[config.mk]
export PLATFORM = sky130hd
export DESIGN_NAME = scan_sel_gen_flat
export DESIGN_NICKNAME = d
export VERILOG_FILES = /design/src/rtl/scan_sel_gen_if.sv /design/src/rtl/scan_sel_gen.sv /design/src/flat_wrapper.sv
export SDC_FILE = /design/constraint.sdc
export NUM_CORES = 1
export LEC_CHECK = 0
export CAP_MARGIN = 5
export CORE_AREA = 2 2 39 41
export CTS_CLUSTER_SIZE = 40
export DETAILED_ROUTE_END_ITERATION = 8
export DIE_AREA = 0 0 41 43
export PLACE_DENSITY = 0.65
export SYNTH_ARGS = -nofsm -noshare
export SYNTH_HDL_FRONTEND = slang
export SYNTH_SLANG_ARGS = --single-unit
[constraint.sdc]
create_clock -name clk_i -period 1.6 [get_ports clk_i]
set_input_delay 0.24 -clock clk_i [delete_from_list [all_inputs] [get_ports clk_i]]
set_output_delay 0.24 -clock clk_i [all_outputs]
set_load 0.005 [all_outputs]
[src/rtl/scan_sel_gen_if.sv]
// Control and select bus between a scan controller and scan_sel_gen.
// master drives the controls; slave (the generator) drives the decoder select and status.
interface scan_sel_gen_if;
  logic       start;
  logic       stop;
  logic       dir;
  logic       load;
  logic [1:0] load_val;
  logic       a;
  logic       b;
  logic       out_en;
  logic       wrap;
  logic       busy;

  modport master (
    output start, stop, dir, load, load_val,
    input  a, b, out_en, wrap, busy
  );

  modport slave (
    input  start, stop, dir, load, load_val,
    output a, b, out_en, wrap, busy
  );
endinterface

[src/rtl/scan_sel_gen.sv]
// 2-bit scan select generator for a 2-to-4 decoder, with prescaled dwell per code.
// Define SCAN_BLANK_EN to insert BLANK_CYC blanking cycles between codes.
module scan_sel_gen #(
  parameter int unsigned PRESCALE  = 4,
  parameter int unsigned BLANK_CYC = 1
) (
  input logic          clk_i,
  input logic          rst_ni,
  scan_sel_gen_if.slave bus
);

  localparam int unsigned     CntW    = $clog2(PRESCALE + 1);
  localparam logic [CntW-1:0] CntLast = CntW'(PRESCALE - 1);

  localparam logic [1:0] StIdle  = 2'd0;
  localparam logic [1:0] StDwell = 2'd1;
`ifdef SCAN_BLANK_EN
  localparam logic [1:0] StBlank = 2'd2;

  localparam int unsigned     BlkW    = $clog2(BLANK_CYC + 1);
  localparam logic [BlkW-1:0] BlkLast = BlkW'(BLANK_CYC - 1);

  logic [BlkW-1:0] blank_q, blank_d;
`endif

  logic [1:0]      state_q, state_d;
  logic [CntW-1:0] cnt_q, cnt_d;
  logic [1:0]      sel_q, sel_d;
  logic            wrap_q, wrap_d;
  logic            out_en_q;
  logic            busy_q;

  logic [1:0]      sel_adv;
  logic            wrap_adv;

  // dir only matters where sel_adv is consumed, i.e. on the advance cycle.
  always_comb begin
    sel_adv  = bus.dir ? (sel_q - 2'd1) : (sel_q + 2'd1);
    wrap_adv = bus.dir ? (sel_q == 2'd0) : (sel_q == 2'd3);
  end

  always_comb begin
    state_d = state_q;
    cnt_d   = cnt_q;
    sel_d   = sel_q;
    wrap_d  = 1'b0;
`ifdef SCAN_BLANK_EN
    blank_d = blank_q;
`endif
    if (bus.stop) begin
      state_d = StIdle;
    end else if (bus.load) begin
      sel_d = bus.load_val;
      if (state_q != StIdle) begin
        state_d = StDwell;
        cnt_d   = '0;
      end
    end else begin
      case (state_q)
        StIdle: begin
          if (bus.start) begin
            state_d = StDwell;
            cnt_d   = '0;
          end
        end
        StDwell: begin
          if (cnt_q == CntLast) begin
`ifdef SCAN_BLANK_EN
            state_d = StBlank;
            blank_d = '0;
`else
            sel_d   = sel_adv;
            wrap_d  = wrap_adv;
            cnt_d   = '0;
`endif
          end else begin
            cnt_d = cnt_q + 1'b1;
          end
        end
`ifdef SCAN_BLANK_EN
        StBlank: begin
          if (blank_q == BlkLast) begin
            sel_d   = sel_adv;
            wrap_d  = wrap_adv;
            state_d = StDwell;
            cnt_d   = '0;
          end else begin
            blank_d = blank_q + 1'b1;
          end
        end
`endif
        default: state_d = StIdle;
      endcase
    end
  end

  always_ff @(posedge clk_i) begin
    if (!rst_ni) begin
      state_q  <= StIdle;
      cnt_q    <= '0;
      sel_q    <= 2'd0;
      wrap_q   <= 1'b0;
      out_en_q <= 1'b0;
      busy_q   <= 1'b0;
`ifdef SCAN_BLANK_EN
      blank_q  <= '0;
`endif
    end else begin
      state_q  <= state_d;
      cnt_q    <= cnt_d;
      sel_q    <= sel_d;
      wrap_q   <= wrap_d;
      out_en_q <= (state_d == StDwell);
      busy_q   <= (state_d != StIdle);
`ifdef SCAN_BLANK_EN
      blank_q  <= blank_d;
`endif
    end
  end

  assign bus.a      = sel_q[1];
  assign bus.b      = sel_q[0];
  assign bus.out_en = out_en_q;
  assign bus.wrap   = wrap_q;
  assign bus.busy   = busy_q;

endmodule

[src/flat_wrapper.sv]
// flat-port wrapper written by rule: the top's interface ports become plain ports
module scan_sel_gen_flat 
#(
  parameter int unsigned PRESCALE  = 4,
  parameter int unsigned BLANK_CYC = 1
)
  (clk_i, rst_ni, bus_start, bus_stop, bus_dir, bus_load, bus_load_val, bus_a, bus_b, bus_out_en, bus_wrap, bus_busy);
  scan_sel_gen_if bus_i ();
  input logic clk_i;
  input logic rst_ni;
  input wire logic [$bits(bus_i.start)-1:0] bus_start;
  input wire logic [$bits(bus_i.stop)-1:0] bus_stop;
  input wire logic [$bits(bus_i.dir)-1:0] bus_dir;
  input wire logic [$bits(bus_i.load)-1:0] bus_load;
  input wire logic [$bits(bus_i.load_val)-1:0] bus_load_val;
  output wire logic [$bits(bus_i.a)-1:0] bus_a;
  output wire logic [$bits(bus_i.b)-1:0] bus_b;
  output wire logic [$bits(bus_i.out_en)-1:0] bus_out_en;
  output wire logic [$bits(bus_i.wrap)-1:0] bus_wrap;
  output wire logic [$bits(bus_i.busy)-1:0] bus_busy;
  assign bus_i.start = bus_start;
  assign bus_i.stop = bus_stop;
  assign bus_i.dir = bus_dir;
  assign bus_i.load = bus_load;
  assign bus_i.load_val = bus_load_val;
  assign bus_a = bus_i.a;
  assign bus_b = bus_i.b;
  assign bus_out_en = bus_i.out_en;
  assign bus_wrap = bus_i.wrap;
  assign bus_busy = bus_i.busy;
  scan_sel_gen #(.PRESCALE(PRESCALE), .BLANK_CYC(BLANK_CYC)) u_core (.clk_i(clk_i), .rst_ni(rst_ni), .bus(bus_i));
endmodule
==> results.sh, run 1 <==
export IMPL_synth_flop_cell="dfxtp_1"
export IMPL_rows=14
export IMPL_antenna_found_initial=0
export IMPL_synth_most_common_cell="dfxtp_1"
export IMPL_fin_skew_ns=0.0007525
export IMPL_path_clk_slew_ns=0.06
export IMPL_setup_worst_path_end_class="register"
export IMPL_cts_buffer_depth=2
export IMPL_synth_avg_cell_area_um2=9.484
export IMPL_syn_inst=50
export IMPL_crit_fanout=8
export IMPL_min_period_over_period_pct=91.87
export IMPL_power_density_nw_per_um2=774.9
export IMPL_final_cells=85
export IMPL_drtIter0Drc=4
export IMPL_setup_viol=0
export IMPL_wire_per_inst_um=11.76
export IMPL_cts_root_buf="clkbuf_4"
export IMPL_critPathLaunchType="input port"
export IMPL_clock_sinks=10
export IMPL_path_class="in2reg"
export IMPL_wirelength_mm=1.000
export IMPL_route_met2_wl_um=479
export IMPL_wl_met3_um=46
export IMPL_finalNetCount=80
export IMPL_crit_required_ns=1.75
export IMPL_track_usage_pct=15.59
export IMPL_drv_slew=0
export IMPL_hold_buffers=0
export IMPL_place_area_um2=644.4
export IMPL_die_w_um=41
export IMPL_grt_pass1_vias=396
export IMPL_ys_ff_latch=10
export IMPL_synthesis_nets=59
export IMPL_hold_viol=0
export IMPL_antennaDiodeCount=0
export IMPL_synthDominantCellAreaShare_pct=42.22
export IMPL_ios=13
export IMPL_peakVddDrop_mv=0.2953
export IMPL_core_um2=1384
export IMPL_cts_resized=0
export IMPL_synth_top_area_cell="dfxtp_1"
export IMPL_synth_area_um2=474.2
export IMPL_areaGrowthSynthToFinish_pct=40.63
export IMPL_detail_route_vias_per_cell=5.094
export IMPL_final_antenna_net_count=0
export IMPL_port_buffers=12
export IMPL_synth_cell_types=27
export IMPL_synthArstFlopShare_pct=0
export IMPL_vias=433
export IMPL_place_congestion=0.7583
export IMPL_hold_path_class="reg2reg"
export IMPL_synth_edf_count=0
export IMPL_clk_latency_ns=0.26
export IMPL_die_y_um=43
export IMPL_dp_cells=82
export IMPL_wl_met1_um=452
export IMPL_synth_commonest_cells="10 x dfxtp_1, 5 x nor2_1, 4 x nand2b_1"
export IMPL_grt_max_degree=9
export IMPL_outcome="completed"
export IMPL_fp_dieArea_um2=1763
export IMPL_first_pass_iters=4
export IMPL_max_freq_mhz=680.3
export IMPL_cts_tree="built"
export IMPL_r2r_slack_ns=0.18
export IMPL_dp_hpwl_um=776.7
export IMPL_drc=0
export IMPL_final_util_pct=48.19
export IMPL_postCtsSetupBuffers=0
export IMPL_stdcell_area_um2=666.9
export IMPL_cts_made_buffers=3
export IMPL_min_period_ns=1.470
export IMPL_yosysWarnings=0
export IMPL_grt_ovfl_total=0
export IMPL_drv_cap=0
export IMPL_rsz0062_at_grt="no"
export IMPL_yosysSeqAreaShare_pct=42.22
export IMPL_start_util_pct=34.27
export IMPL_cp_arrival_ns=1.62
export IMPL_synthTopCellsByArea="dfxtp_1 42%, a221oi_4 5.5%, nand2b_1 5.3%, and2_1 4.0%, nor2_1 4.0%"
export IMPL_h_tree_depth=1
export IMPL_p_leak_nw=0.2559
export IMPL_drive_gt1_share_pct=18.84
export IMPL_routed_top_layer="met4"
export IMPL_grt_pass1_wl_mm=1.745
==> critical path: stages <==
cell,delay [ns]
clkdlybuf4s50_1,0.55
nand2b_1,0.24
a221oi_4,0.30
o21ai_1,0.11
and3_1,0.19
==> metrics by stage <==
stage               setup WS [ns]  power (W)  TNS (ns)  hold slack [ns]
floorplan                  0.3447  0.0003049         0           0.3617
global placement          -0.1021  0.0003559   -0.2267           0.4864
detailed placement        -0.1431  0.0003567   -0.5313           0.4857
CTS                        0.1286  0.0005229         0           0.4976
global route              0.06018  0.0005574         0           0.5024
finish                     0.1301  0.0005168         0           0.5007
==> where the power goes <==
part	internal, W	switching [W]	total (W)
logic	0.0000513	0.0000329	0.0000843
registers	0.000258	0.00000857	0.000266
clock network	0.0000866	0.0000794	0.000166
total	0.000396	0.000121	0.000517
==> worst paths after layout <==
| kind | to | from | cells after the start |
|---|---|---|---|
| hold / removal | u_core.cnt_q[2] | u_core.cnt_q[2] | 1 |
| setup reg to reg | u_core.sel_q[1] | u_core.cnt_q[0] | 5 |
| setup / recovery | u_core.cnt_q[2] | bus_load | 5 |
| hold reg to reg | u_core.cnt_q[2] | u_core.cnt_q[2] | 1 |
==> cell type report <==
| type | count | area, um^2 |
|---|---|---|
| clock buffer | 3 | 22.52 |
| multi-input combinational | 39 | 270.3 |
| sequential | 10 | 200.2 |
| tap | 16 | 20.02 |
| fill | 144 | 716.9 |
| timing repair buffer | 16 | 150.1 |
| inverter | 1 | 3.754 |
==> cells by family after synthesis <==
logic type / after synthesis / share of synthesized area, %
and+or+nand+nor: 25 / 31.14
AOI/OAI and AO/OA: 10 / 18.47
DFF: 10 / 42.22
adders and majority gates: 1 / 2.638
other: 1 / 0.7908
xor gates and xnor gates: 1 / 1.847
muxes: 1 / 2.111
buffers and inverters: 1 / 0.7908
==> layer usage <==
metal	vias up	track usage, %
li1	220	-
met1	200	18.77
met2	11	20.94
met3	2	6.283
met4	0	12.00
met5	-	0
==> state kept, by name (all words and copies together), names as in the netlist <==
register / flops
u_core.bus.busy: 1
u_core.bus.out_en: 1
u_core.bus.wrap: 1
u_core.cnt_q: 3
u_core.sel_q: 2
u_core.state_q: 2
==> placed cells by master (no fill, tap or decap), drive strengths merged <==
master	netlist	layout
a21boi	1	1
a21oi	1	1
a221oi	1	1
a22oi	1	1
and2	3	3
and3	1	1
and3b	1	1
and4	1	1
and4bb	1	1
buf	0	4
clkbuf	0	3
clkdlybuf4s50	0	12
conb	1	1
dfxtp	10	10
ha	1	1
inv	1	1
mux2i	1	1
nand2	2	2
nand2b	4	4
nand3	2	2
nor2	5	5
nor2b	2	2
nor3	2	2
nor4	1	1
o211ai	1	1
o21ai	3	3
o311a	1	1
o31ai	1	1
xnor2	1	1
(Power assumes the default switching activity.)
==> run 2, diff against run 1 <==
ABC_CLOCK_PERIOD_IN_PS = 1600   (was not set)
==> results of run 2 <==
Same layout as run 1: the final DEF is identical, and so are final timing and power.
